File: src/rtl/hex_digit_entry.sv
// hex_digit_entry: debounced switch/push-button entry of eight hex digits into a 32-bit word.
// Define HEX_ENTRY_CURSOR_BLINK_EN to blink the cursor digit on the display value array.
`default_nettype none

module hex_digit_entry #(
  parameter int DEBOUNCE_CYCLES = 500000,
  parameter int BLINK_CYCLES    = 25000000
) (
  input  logic            clk,
  input  logic            rst,
  input  logic [3:0]      sw,
  input  logic            key_load,
  input  logic            key_clear,
  output logic [7:0][4:0] value,
  output logic [31:0]     word,
  output logic [2:0]      cursor,
  output logic            full,
  output logic            done
);

  localparam int            CW       = (DEBOUNCE_CYCLES > 1) ? $clog2(DEBOUNCE_CYCLES) : 1;
  localparam logic [CW-1:0] CNT_LAST = CW'(DEBOUNCE_CYCLES - 1);
  localparam logic [4:0]    BLANK    = 5'h10;

  typedef enum logic [0:0] {
    ENTRY = 1'b0,
    FULL  = 1'b1
  } state_t;

  logic [1:0] raw;
  logic [1:0] press;

  assign raw = {key_clear, key_load};

  // Synchronizers reset low so a key held through reset never looks released.
  for (genvar k = 0; k < 2; k++) begin : g_key
    logic [1:0]    sync_q;
    logic [CW-1:0] cnt_q;
    logic          deb_q;
    logic          armed_q;
    logic          press_q;

    always_ff @(posedge clk or negedge rst) begin
      if (!rst) begin
        sync_q  <= 2'b00;
        cnt_q   <= '0;
        deb_q   <= 1'b1;
        armed_q <= 1'b0;
        press_q <= 1'b0;
      end else begin
        sync_q  <= {sync_q[0], raw[k]};
        press_q <= 1'b0;
        if (sync_q[1]) begin
          armed_q <= 1'b1;
        end
        if (sync_q[1] != deb_q) begin
          if (cnt_q == CNT_LAST) begin
            deb_q   <= sync_q[1];
            cnt_q   <= '0;
            press_q <= deb_q & armed_q;
          end else begin
            cnt_q <= cnt_q + 1'b1;
          end
        end else begin
          cnt_q <= '0;
        end
      end
    end

    assign press[k] = press_q;
  end

  logic load_pulse;
  logic clr_pulse;

  assign load_pulse = press[0];
  assign clr_pulse  = press[1];

  state_t         state_q, state_d;
  logic [7:0][4:0] dig_q, dig_d;
  logic [31:0]    word_q, word_d;
  logic [2:0]     cursor_q, cursor_d;
  logic           full_q, full_d;
  logic           done_q, done_d;

  // Clear has priority over a coincident load.
  always_comb begin
    state_d  = state_q;
    dig_d    = dig_q;
    word_d   = word_q;
    cursor_d = cursor_q;
    full_d   = full_q;
    done_d   = 1'b0;
    if (clr_pulse) begin
      state_d  = ENTRY;
      dig_d    = {8{BLANK}};
      word_d   = '0;
      cursor_d = 3'd7;
      full_d   = 1'b0;
    end else if (load_pulse && (state_q == ENTRY)) begin
      dig_d[cursor_q]                = {1'b0, sw};
      word_d[{cursor_q, 2'b00} +: 4] = sw;
      if (cursor_q == 3'd0) begin
        state_d = FULL;
        full_d  = 1'b1;
        done_d  = 1'b1;
      end else begin
        cursor_d = cursor_q - 3'd1;
      end
    end
  end

`ifdef HEX_ENTRY_CURSOR_BLINK_EN
  localparam int            BW         = (BLINK_CYCLES > 1) ? $clog2(BLINK_CYCLES) : 1;
  localparam logic [BW-1:0] BLINK_LAST = BW'(BLINK_CYCLES - 1);

  logic [BW-1:0]   blink_cnt_q, blink_cnt_d;
  logic            phase_q, phase_d;
  logic [7:0][4:0] value_q, value_d;

  always_comb begin
    blink_cnt_d = blink_cnt_q + 1'b1;
    phase_d     = phase_q;
    if (blink_cnt_q == BLINK_LAST) begin
      blink_cnt_d = '0;
      phase_d     = ~phase_q;
    end
    if (clr_pulse) begin
      blink_cnt_d = '0;
      phase_d     = 1'b0;
    end
    value_d = dig_d;
    if ((state_d == ENTRY) && phase_d) begin
      value_d[cursor_d] = BLANK;
    end
  end
`endif

  always_ff @(posedge clk or negedge rst) begin
    if (!rst) begin
      state_q  <= ENTRY;
      dig_q    <= {8{BLANK}};
      word_q   <= '0;
      cursor_q <= 3'd7;
      full_q   <= 1'b0;
      done_q   <= 1'b0;
`ifdef HEX_ENTRY_CURSOR_BLINK_EN
      blink_cnt_q <= '0;
      phase_q     <= 1'b0;
      value_q     <= {8{BLANK}};
`endif
    end else begin
      state_q  <= state_d;
      dig_q    <= dig_d;
      word_q   <= word_d;
      cursor_q <= cursor_d;
      full_q   <= full_d;
      done_q   <= done_d;
`ifdef HEX_ENTRY_CURSOR_BLINK_EN
      blink_cnt_q <= blink_cnt_d;
      phase_q     <= phase_d;
      value_q     <= value_d;
`endif
    end
  end

`ifdef HEX_ENTRY_CURSOR_BLINK_EN
  assign value = value_q;
`else
  logic unused_blink;
  assign unused_blink = ^BLINK_CYCLES;
  assign value        = dig_q;
`endif

  assign word   = word_q;
  assign cursor = cursor_q;
  assign full   = full_q;
  assign done   = done_q;

endmodule

`default_nettype wire

File: config.mk
export PLATFORM = sky130hd
export DESIGN_NAME = hex_digit_entry
export DESIGN_NICKNAME = d
export VERILOG_FILES = /design/src/rtl/hex_digit_entry.sv
export SDC_FILE = /design/constraint.sdc
export NUM_CORES = 1
export LEC_CHECK = 0
export CAP_MARGIN = 10
export CORE_ASPECT_RATIO = 0.5
export CORE_MARGIN = 3
export CORE_UTILIZATION = 37
export DETAILED_ROUTE_END_ITERATION = 10
export GPL_TIMING_DRIVEN = 0
export SYNTH_ARGS = -nofsm -noshare
export SYNTH_HDL_FRONTEND = slang
export SYNTH_SLANG_ARGS = --single-unit
File: constraint.sdc
create_clock -name clk -period 8 [get_ports clk]
set_clock_uncertainty 0.2 [all_clocks]
set_input_delay 1.2 -clock clk [delete_from_list [all_inputs] [get_ports clk]]
set_output_delay 1.2 -clock clk [all_outputs]
set_load 0.01 [all_outputs]
==> results by stage, run 1 <==
Placement:
- The final RePlAce weighted congestion is 0.790.
- The half-perimeter wire length of the detailed placement result is 8660 µm.
- The worst slack after detailed placement is 5.06 ns.
- The count of input and output buffers is 84.

Timing:
- Timing would allow up to 343 MHz.
- For the pin with the worst max-slew slack, the measured transition is 0.691 ns.
- Across all setup checks in the final design, the least slack found is 5.08 ns.
- Setup repair after global routing left no endpoint under its margin.
- The final-report hold violation count is 0.
- For the finished layout, the period the worst path requires is 2.92 ns.
- Measured against its own limit, the worst slew margin works out to 53.9%.
- The final worst hold slack is 0.158 ns.
- Setup violations remaining at the end of the flow were counted as 0.
- Setup total negative slack on the finished layout was measured at 0 ns.
- The worst path uses 36.4% of the clock period.
- The max-slew violation total from the final report was 0.

Critical path:
- Together, buffers and inverters on the worst path number 1.
- The worst register-to-register path ends at word[15].
- The critical path goes through clkdlybuf4s50_1.
- The arrival time at the worst endpoint is 1.52 ns.
- The library cell contributing the largest single delay on the critical path is clkdlybuf4s50_1.
- The largest fanout on the critical path is 8.
- The worst setup slack for register-to-register paths is 5.15 ns.
- The type of the setup path with the least slack is flop to output pin.
- STA classifies the critical path startpoint as a flop.
- STA classifies the critical path endpoint as an output pin.
- At the worst endpoint, the required time is 6.60 ns.
- The worst reg2reg path depth is 8.
- For this run, the slowest stage of the critical path takes 0.63 ns.
- The critical register-to-register path startpoint is cursor[1].
- The family with the most delay on the worst path is buffers and inverters.

Cells and area:
- The number of nets in the layout is 639.
- The area growth from synthesis to layout is 30.5%.
- 0 antenna diodes ended up in the layout.
- The register area is 3140 µm².
- The count of filler cells inserted in the layout is 1344.
- Leaving out fill and tap cells, the most frequent cell in the layout is dfrtp_1.
- Of the cells placed in the final design, the portion with a size suffix greater than 1 is 10.5%.
- In the layout the commonest cells are dfrtp_1, nor2_1, clkdlybuf4s50_1, mux2i_1, nand2_1.
- The total area of multi-input combinational cells is 2300 µm².

Yosys:
- Dividing the synthesized area by the synthesized cell count gives 10.7 µm².
- The fraction of post-synthesis cell area in the top cell type by area is 50.1%.
- The number of enable flip-flop cells after synthesis is 0.
- The total number of yosys warnings is 0.
- The gate count after technology mapping is 521.
- Counting every net in the synthesized netlist gives 535.
- dfrtp_1 takes more of the synthesized area than any other cell.
- For this run, the leading register cell type out of synthesis is dfrtp_1.
- The share of the yosys chip area belonging to registers is 56.2%.
- The post-synthesis async set-or-reset flop share is 100%.
- The post-synthesis instance area is 5600 µm².
- Yosys attributes the largest share of cell area to dfrtp_1, mux2i_1, dfstp_2, nor2_1, xnor2_1.
- After synthesis the netlist holds a flip-flop and latch count of 125.
- The synthesized netlist contains 44 unique library cells.

Clock network:
- After clock tree synthesis, the clock-pin slew on the worst setup and hold paths is 0.05 ns.
- The H-tree generated during clock tree synthesis spans 4 levels.
- The cell sitting at the root of the clock tree is a clkbuf_16.
- Clock tree synthesis found a total of 125 sinks.
- Buffers inserted during clock tree synthesis total 17.
- The number of gates resized after CTS is 0.
- Buffers inserted to repair hold after CTS numbered 0.
- TritonCTS built the clock tree.
- The clock insertion delay at the later pin of the skew report is 0.41 ns.
- The maximum count of clock buffers along a single path is 2.
- Buffers added to address setup during post-CTS repair amount to 0.

Pwr:
- The static leakage power is 0.00321 µW.
- The clock network burns 52.4% of the power.
- The portion of total power attributed to combinational logic is 3.3%.
- The internal power is 1150 µW.
- Registers are responsible for 44.3% of the overall power.
- The power per unit of standard cell area is 200 nW/µm².
- In this run switching power makes up 21.0% of total power.
- In this run the power spent charging and discharging nets is 307 µW.
- The maximum vdd drop is 0.151 mV.

Global route:
- The number of global-route vias before repair was 4017.
- The overflow left after global routing is 0.
- The initial antenna violation count was 0.
- Global routing consumed, over all layers together, 15.4% of the routing resources.
- The global-route wire length before repair is 20600 µm.
- The pin count of the biggest net entering global routing is 87.

Drt:
- Wire segments on met3 add up to 324 µm in the final route.
- The via count is 4060.
- The top routing layer in use is met4.
- The final routed DRC violation total is 0.
- The via density per instance is 4.86.
- In the final routed layout, each cell accounts on average for 15.0 µm.
- The first routing iteration left 284 violations.
- The first detailed-routing pass took 4 iterations.
- Wire segments on met2 add up to 6040 µm in the final route.
- The aggregate routed wire length is 12500 µm.
- The routed metal-1 wirelength is 6130 µm.
- In this run the remaining antenna-violating nets after routing total 0.

Min path:
- The type of the most critical hold path is flop to flop.
- For hold timing, the worst endpoint is g_key[0].sync_q[1].
- Along the worst hold path, the cell count comes to 0.
- The startpoint of the lowest-slack hold path is g_key[0].sync_q[0].

Floorplan:
- The initial core utilization is 38.3%.
- The die is 180 µm wide.
- After floorplanning, the core was divided into 31 placement rows.
- The die covers 16700 µm².
- The floorplan step defined a core boundary enclosing 14600 µm².
- The die boundary height is 93.0 µm.
- The top-level I/O count is 85.

Flow run:
- The number of violations of the max-capacitance limit is 0.

Outcome:
- The run finished with clean final reports.
sequential cells by signal, summed over array words and instances, names as in the netlist:
name and cells:
g_key.press_q 1, g_key.cnt_q 38, word 32, value 40, g_key.armed_q 2, clr_pulse 1
g_key.deb_q 2, cursor 3, done 1, g_key.sync_q 4, full 1
layer usage:
layer	track usage, %	vias to the layer above
met5	0	-
met4	5.21	0
met3	3.02	2
met2	24.7	53
met1	21.1	1999
li1	-	2006
Yosys cell counts (all sizes together), types with 12 or more instances:
master / number
dfstp: 13
dfrtp: 112
mux2i: 53
nor3: 12
nand4: 15
xnor2: 19
clkbuf: 22
nand3: 27
nand2: 38
nor2: 89
a21oi: 19
metrics by stage:
stage / cell area [µm²] / total power (µW) / cells / util (%)
6_report: 7300 / 1460 / 835 / 49.9
5_1_grt: 7300 / 1510 / 835 / 49.9
4_1_cts: 7300 / 1480 / 835 / 49.9
3_5_place_dp: 6710 / 708 / 804 / 45.9
3_3_place_gp: 6690 / 706 / 803 / 45.7
2_1_floorplan: 5600 / 673 / 521 / -
area by class of cell:
class,count,share of cell area [%]
Tap cell,198,3.39
Clock inverter,12,2.00
Clock buffer,19,6.06
Buffer,26,1.52
Multi-Input combinational cell,359,31.5
Timing Repair Buffer,85,11.9
Inverter,11,0.565
Sequential cell,125,43.1
worst max-delay path by stage:
stage	end	depth (start not counted)	slack, ns	startpoint
6_report	full	1	5.08	full
5_1_grt	word[12]	8	4.95	cursor[1]
4_1_cts	full	1	5.08	full
3_5_place_dp	word[18]	4	5.06	sw[2]
3_3_place_gp	g_key[0].cnt_q[7]	1	0.53	rst
2_1_floorplan	word[12]	8	5.43	cursor[1]
cells by family after synthesis:
kind of cell             share of synthesized area [%]
adder cells (fa/ha/maj)                           1.34
XOR/XNOR                                          4.69
AND/OR/NAND/NOR                                   21.8
AO/OA/AOI/OAI                                     3.35
flip-flops                                        56.2
buffers and inverters                             2.73
multiplexers                                      9.88
worst reg2reg max path, stage by stage, from the launching register on:
cell      delay [ns]
dfstp_2         0.55
clkbuf_1        0.27
inv_1           0.17
ha_1            0.24
ha_1            0.33
and4bb_2        0.44
nand3_1         0.24
mux2i_1         0.21
nor2_1          0.06
power by group through the flow:
stage	combinational [µW]	clock [µW]	sequential (µW)
CTS	50.7	778	647
global route	55.0	808	648
global placement	48.3	0	658
detailed placement	50.3	0	658
floorplan	13.7	0	659
finish	48.8	765	647
(Power assumes the default switching activity.)
==> inputs of run 2 (changes only) <==
Clock period 8 ns to 2.4 ns, I/O delays scaled along.
==> run 2 against run 1 <==
  * Setup slack lost 5.0 ns
  * Die area is the same
  * Utilization grew 1.0 points
  * Sequential share of layout area shrank 0.86 points
  * First-iteration DRC count shrank 37%
  * Design area grew 2.0%
  * Worst hold slack lost 0.0087 ns
  * Clock power grew to 3.5 times the previous value
  * Critical path type is now flop to flop
  * Largest cell class unchanged
==> results by stage, run 2 (synthesized netlist as in run 1, its figures left out) <==
Floorplan:
- The total number of placement rows is 31 (unchanged).
- The die boundary height was 93.0 µm (unchanged).
- The full die area is 16700 µm² (unchanged).
- The standard cell core area is 14600 µm² (unchanged).
- The chip width is 180 µm (unchanged).
- The initial core utilization is 38.3% (unchanged).
- The top-level I/O count was 85 (unchanged).

Cells and area:
- The most common cell after layout, fill and taps aside is dfrtp_1.
- The number of flip-flops in the largest register was 40 (unchanged).
- The core occupancy in the finished layout was 51.0% (+1.0 points).
- The final cell count without fillers is 841 (+0.72%).
- The number of nets in the layout was 644 (+0.78%).
- Leaving out fill and tap cells, the most frequent cells in the layout are dfrtp_1, nor2_1, clkdlybuf4s50_1, mux2i_1, nand2_1.
- The number of diodes added for antenna fixing came to 0 (unchanged).
- The relative area change from synthesis to final layout is 33.2%.
- The share of final-layout standard cells stronger than drive strength 1 is 13.1% (+2.5 points).

Timing:
- The max-slew violation total from the final report is 0 (unchanged).
- The final-report hold violation count is 0 (unchanged).
- Static timing analysis puts the maximum clock frequency at 435 MHz.
- The post-layout minimum cycle time is 2.30 ns.
- The final worst hold slack is 0.149 ns (-0.00872 ns).
- In the finished design, the share of the clock period the worst path needs comes to 95.8%.
- The transition time at the pin with the least slew margin was 0.647 ns (-0.0448 ns).
- Setup repair after global routing could not meet its margin everywhere.
- The setup-violating endpoint count in the final report is 0 (unchanged).
- The relative max-transition margin is 56.9% (+3.0 points).

Clock network:
- The maximum count of clock buffers along a single path was 2 (unchanged).
- The root buffer cell chosen for the clock tree is clkbuf_16.
- The clock insertion delay at the later pin of the skew report is 0.41 ns (about the same).
- The number of clock sinks seen by CTS is 125 (unchanged).
- The depth of the CTS H-tree was 4 (unchanged).
- The clock transition time at the flip-flop clock pins of the worst setup and hold paths is 0.06 ns (about the same).
- The CTS buffer count was 17 (unchanged).
- The CTS tree is done.

Critical path:
- The setup path with the least slack is of type flop to flop.
- The signal on the critical path passes through buf_6 > inv_1 > ha_2 > ha_2 > and4bb_4 > nand2b_1 > clkbuf_2 > mux2i_1 > nor2_1.
- The largest fanout on the critical path is 6 (-2).
- The worst reg2reg path depth was 9 (+1).
- The data required time at the worst endpoint came to 2.48 ns (-4.12 ns).
- STA classifies the critical path startpoint as a flop.
- The worst setup slack for register-to-register paths is 0.10 ns (-5.05 ns).
- The destination of the worst register-to-register timing path is word[23].
- The peak per-stage delay on the critical path is 0.54 ns (-0.09 ns).
- The most numerous cell type found on the critical path is ha_2.
- The arrival time at the worst endpoint is 2.38 ns (+0.86 ns).
- The kind of capture point of the worst setup path is a flop.
- Tracing the worst setup path back leads to its startpoint at cursor[0].
- The critical register-to-register path startpoint is cursor[0].
- The slowest stage of the critical path is the dfstp_2 cell.

Pwr:
- The power per unit of standard cell area is 675 nW/µm² (+240%).
- The maximum vdd drop is 0.472 mV (+210%).
- The static leakage power is 0.00327 µW (+1.9%).

Min path:
- The number of instances on the worst hold path is 0 (unchanged).
- In this run the worst hold path is classified as flop to flop.
- The worst hold endpoint is g_key[0].sync_q[1].
- In this run the most critical hold path is launched from g_key[0].sync_q[0].

Global route:
- The global-route usage over all layers came to 15.7% (+0.35 points).
- The initial antenna violation count came to 0 (unchanged).
- The pin count of the biggest net entering global routing came to 88 (+1.1%).
- The overflow left after global routing is 0 (unchanged).
- The number of global-route vias before repair is 4050 (+0.82%).
- The global-route wire length before repair came to 21100 µm (+2.0%).

Placement:
- The half-perimeter wire length of the detailed placement result is 8780 µm (+1.3%).
- The cell total after placement is 804 (unchanged).
- The final RePlAce weighted congestion is 0.814 (+3.0%).
- The count of input and output buffers is 84 (unchanged).

Drt:
- The average wire per standard cell is 15.3 µm (+2.2%).
- The remaining antenna violation count after routing was 0 (unchanged).
- The initial detailed-routing violation count is 178 (-37%).
- The via density per instance is 4.95 (+1.9%).
- The count of TritonRoute iterations in the first routing pass was 4 (unchanged).
- The aggregate routed wire length is 12900 µm (+2.9%).
- The via count is 4167 (+2.6%).
- The final routed DRC violation total is 0 (unchanged).

Flow run:
- The number of violations of the max-capacitance limit is 0 (unchanged).

Outcome:
- The run finished with clean final reports.
==> run 2: cell count changes in the layout (fill, tap and decap cells not counted), sizes merged <==
cell | before | now
inv | 11 | 12
dlygate4sd3 | 0 | 1
bufinv | 3 | 4
clkbuf | 41 | 38
buf | 6 | 12
==> run 2: power by group <==
group          switching (µW)  internal, µW
Sequential               19.5          2140
Clock                     944          1770
Combinational             101          64.2
==> run 2: timing repair <==
action                                  CTS  global route
setup buffers                             5             1
hold buffers                              1             0
hold endpoints to repair                 38             0
pin swaps                                 3             1
endpoints found under the setup margin   34            42
resized for setup                         6             4
==> run 2: area by class of cell <==
type | instances | area [µm²]
fillers | 1326 | 7170
flip-flops and latches | 125 | 3140
multi-input cells | 359 | 2350
repair buffers | 92 | 928
clock buffers | 18 | 439
well taps | 198 | 248
clock inverters | 14 | 193
plain buffers | 24 | 105
inverters | 11 | 41.3
==> run 2: metrics by stage <==
step                      area, µm²  setup slack, ns  setup TNS, ns  total power [µW]
after floorplan                5600           0.0124              0              2240
after global placement         6690            -4.21        -508.29              2350
after detailed placement       6720           -0.229          -5.09              2360
after CTS                      7420          0.00680              0              5090
after global routing           7450          -0.0249        -0.0490              5200
final                          7450            0.102              0              5030
==> run 2: critical path: cells and delay by family, from the launching register on <==
kind / cells / cell delay, ns
adder cells (fa/ha/maj): 2 / 0.46
buffers and inverters: 3 / 0.31
flip-flops: 1 / 0.54
multiplexers: 1 / 0.17
AND/OR/NAND/NOR: 3 / 0.50
==> run 2: how the worst max path moves through the flow <==
stage                         to  cells past startpoint
3_5_place_dp             word[2]                      7
6_report                word[23]                      9
5_1_grt                  word[5]                      8
4_1_cts                 word[19]                      9
2_1_floorplan           word[24]                      8
3_3_place_gp   g_key[0].cnt_q[0]                      1
==> run 2: layer usage <==
layer,routed length (µm),track usage (%),vias up
li1,-,-,2024
met2,6180,25.6,81
met5,0,0,-
met4,116,4.69,0
met3,494,3.96,13
met1,6100,21.0,2049
==> inputs of run 3 (changes only) <==
Settings changed: CORE_MARGIN 3 to 1.5, SETUP_SLACK_MARGIN set to 0.5.
==> run 3 against run 2 <==
  * First-iteration DRC count is 1.7% higher
  * Via count up 5.0%
  * Global-route usage is 1.8 points higher
  * Non-clock buffer count grew 43
  * Worst hold slack improved by 0.0035 ns
  * Critical endpoint is now word[10]
  * Highest routed layer unchanged
==> results by stage, run 3 (synthesized netlist as in run 1, its figures left out) <==
Outcome:
- The flow ran to the end, and the final reports show no timing, DRC or antenna violations.

Critical path:
- The worst setup slack for register-to-register paths is 0.15 ns (+0.05 ns).
- The data required time at the worst endpoint is 2.47 ns (about the same).
- The arrival time at the worst endpoint is 2.32 ns (-0.06 ns).
- The largest fanout on the critical path is 5 (-1).
- The kind of capture point of the worst setup path is a flop.
- The startpoint identified for the worst register-to-register timing path is cursor[1].
- The worst reg2reg path depth came to 9 (unchanged).
- By startpoint and endpoint, the worst setup path is classified as flop to flop.
- Among all stages on the critical path, the largest delay is contributed by dfstp_2.
- The worst setup path is launched from a flop.
- Traced cell by cell, the critical path runs through buf_8 > inv_6 > ha_4 > ha_4 > nand2_4 > nor4_4 > buf_4 > mux2i_1 > nor2_1.
- The destination of the worst register-to-register timing path is word[10].
- The buffers plus inverters on the worst setup path was 3 (unchanged).
- The cell that appears most often on the critical path is ha_4.
- The peak per-stage delay on the critical path came to 0.54 ns (about the same).
- The cell family contributing the most delay on the critical path is flip-flops.

Global route:
- The initial antenna violation count was 0 (unchanged).
- The global-route wire length before repair is 22100 µm (+4.8%).
- The overflow left after global routing is 0 (unchanged).
- The number of global-route vias before repair is 4335 (+7.0%).
- The global-route usage over all layers is 17.5% (+1.8 points).
- The pin count of the biggest net entering global routing is 74 (-16%).

Cells and area:
- The share of final-layout standard cells stronger than drive strength 1 is 25.4% (+12 points).
- The number of diodes added for antenna fixing is 0 (unchanged).
- The number of flip-flops in the largest register was 40 (unchanged).
- The count of filler cells inserted in the layout is 1250 (-5.7%).
- The library cell used most frequently in the layout, excluding fill and tap cells, is dfrtp_1.
- The number of nets in the layout is 687 (+6.7%).
- The total area of multi-input combinational cells is 2630 µm² (+12%).
- In the layout the commonest cells are dfrtp_1, nor2_1, mux2i_1, clkdlybuf4s50_1, buf_4.
- The core occupancy in the finished layout is 55.9% (+4.9 points).
- Relative to the synthesized area, the layout overhead comes to 46.1%.
- The register area is 3150 µm² (about the same).

Floorplan:
- The total number of placement rows was 31 (unchanged).
- The full die area is 15900 µm² (-4.8%).
- The chip width is 177 µm (-1.7%).
- The top-level I/O count is 85 (unchanged).
- The standard cell core area is 14600 µm² (unchanged).
- The initial core utilization is 38.3% (unchanged).
- The die boundary height is 90.0 µm (-3.2%).

Timing:
- The maximum operating frequency is 445 MHz (+2.3%).
- The final-report hold violation count was 0 (unchanged).
- Setup repair after global routing could not meet its margin everywhere.
- The setup-violating endpoint count in the final report is 0 (unchanged).
- The post-layout minimum cycle time is 2.25 ns (-0.0518 ns).
- The transition time at the pin with the least slew margin is 0.700 ns (+0.0532 ns).
- The final worst hold slack is 0.152 ns (+0.00346 ns).
- The final clock period utilization by the worst path is 93.6% (-2.2 points).
- The final-layout setup total negative slack is 0 ns (unchanged).
- The relative max-transition margin is 53.3% (-3.5 points).
- The max-slew violation total from the final report came to 0 (unchanged).

Clock network:
- The clock insertion delay at the later pin of the skew report came to 0.41 ns (about the same).
- The clock transition time at the flip-flop clock pins of the worst setup and hold paths is 0.06 ns (about the same).
- TritonCTS built the clock tree.
- The CTS buffer count is 17 (unchanged).
- The depth of the CTS H-tree is 4 (unchanged).
- The clock tree root driver cell is clkbuf_16.
- The number of clock sinks seen by CTS is 125 (unchanged).
- The maximum count of clock buffers along a single path was 2 (unchanged).

Drt:
- The via count is 4377 (+5.0%).
- The remaining antenna violation count after routing is 0 (unchanged).
- The count of TritonRoute iterations in the first routing pass is 4 (unchanged).
- The via density per instance is 4.95 (about the same).
- The final routed DRC violation total was 0 (unchanged).
- The aggregate routed wire length is 13500 µm (+5.1%).
- The average wire per standard cell came to 15.3 µm (about the same).
- The initial detailed-routing violation count is 181 (+1.7%).

Min path:
- The path class of the tightest hold or removal check is flop to flop.
- The worst hold endpoint is g_key[1].sync_q[1].
- In this run the most critical hold path is launched from g_key[1].sync_q[0].
- The number of instances on the worst hold path is 0 (unchanged).

Flow run:
- The number of violations of the max-capacitance limit is 0 (unchanged).

Pwr:
- The power per unit of standard cell area is 608 nW/µm² (-9.9%).
- The static leakage power came to 0.00385 µW (+17%).
- The maximum vdd drop was 0.461 mV (-2.3%).

Placement:
- The final RePlAce weighted congestion is 0.805 (-1.1%).
- The half-perimeter wire length of the detailed placement result came to 8650 µm (-1.4%).
- The count of input and output buffers was 84 (unchanged).
[run 3: cell count changes in the layout (fill, tap and decap cells not counted), moves of 5 or more]
cell             change
clkdlybuf4s50_1     -35
buf_4               +33
dlymetal6s2s_1      +18
dlygate4sd2_1       +17
buf_6               +11
nor2_1               -7
a21oi_1              -6
a21oi_2              +6
nand2_1              -6
nand3_1              -5
[run 3: layout make-up]
class	count	share of cell area, %
tap	198	3.03
inverter	11	0.597
clock buffer	18	5.37
clock inverter	14	2.05
buffer	26	2.19
sequential	125	38.5
timing repair buffer	133	16.1
multi-input combinational	359	32.2
[run 3: how the worst max path moves through the flow]
stage	start	end	slack, ns	cells past startpoint
after floorplan	cursor[1]	word[24]	0.16	8
final	cursor[1]	word[10]	0.15	9
after global placement	rst	value[10]	-4.16	1
after detailed placement	cursor[2]	word[27]	0.003	7
after global routing	cursor[0]	word[27]	0.08	9
after CTS	cursor[1]	word[19]	0.15	9
[run 3: stage by stage]
| stage | worst slack (ns) | power [µW] | std cells | cell area [µm²] |
|---|---|---|---|---|
| global route | 0.0771 | 5130 | 884 | 8180 |
| global placement | -4.16 | 2350 | 803 | 6750 |
| finish | 0.153 | 4970 | 884 | 8180 |
| floorplan | 0.161 | 2240 | 521 | 5670 |
| CTS | 0.151 | 5010 | 867 | 7840 |
| detailed placement | 0.00350 | 2360 | 804 | 6780 |
[run 3: per-layer routing]
metal	GRT usage [%]	part of all wire [%]	up-vias
met5	0	0	-
met4	5.08	1.1	0
met3	3.38	3.0	12
met2	28.9	49	71
met1	23.4	47	2196
li1	-	-	2098
[run 3: timing repair]
action                                  4_1_cts  5_1_grt
hold buffers                                  1        0
gates resized for setup                      67       70
pin swaps                                    30       26
endpoints found under the setup margin      121      115
hold endpoints to repair                     42        0
buffers inserted                             30       16
gates cloned                                  0        1
[run 3: where the power goes]
part | total (µW) | internal (µW) | leakage (µW) | switching (µW)
combinational | 186 | 77.6 | 0.00198 | 109
clock | 2630 | 1660 | 0.000292 | 966
sequential | 2160 | 2140 | 0.00157 | 22.5
total | 4970 | 3880 | 0.00385 | 1100
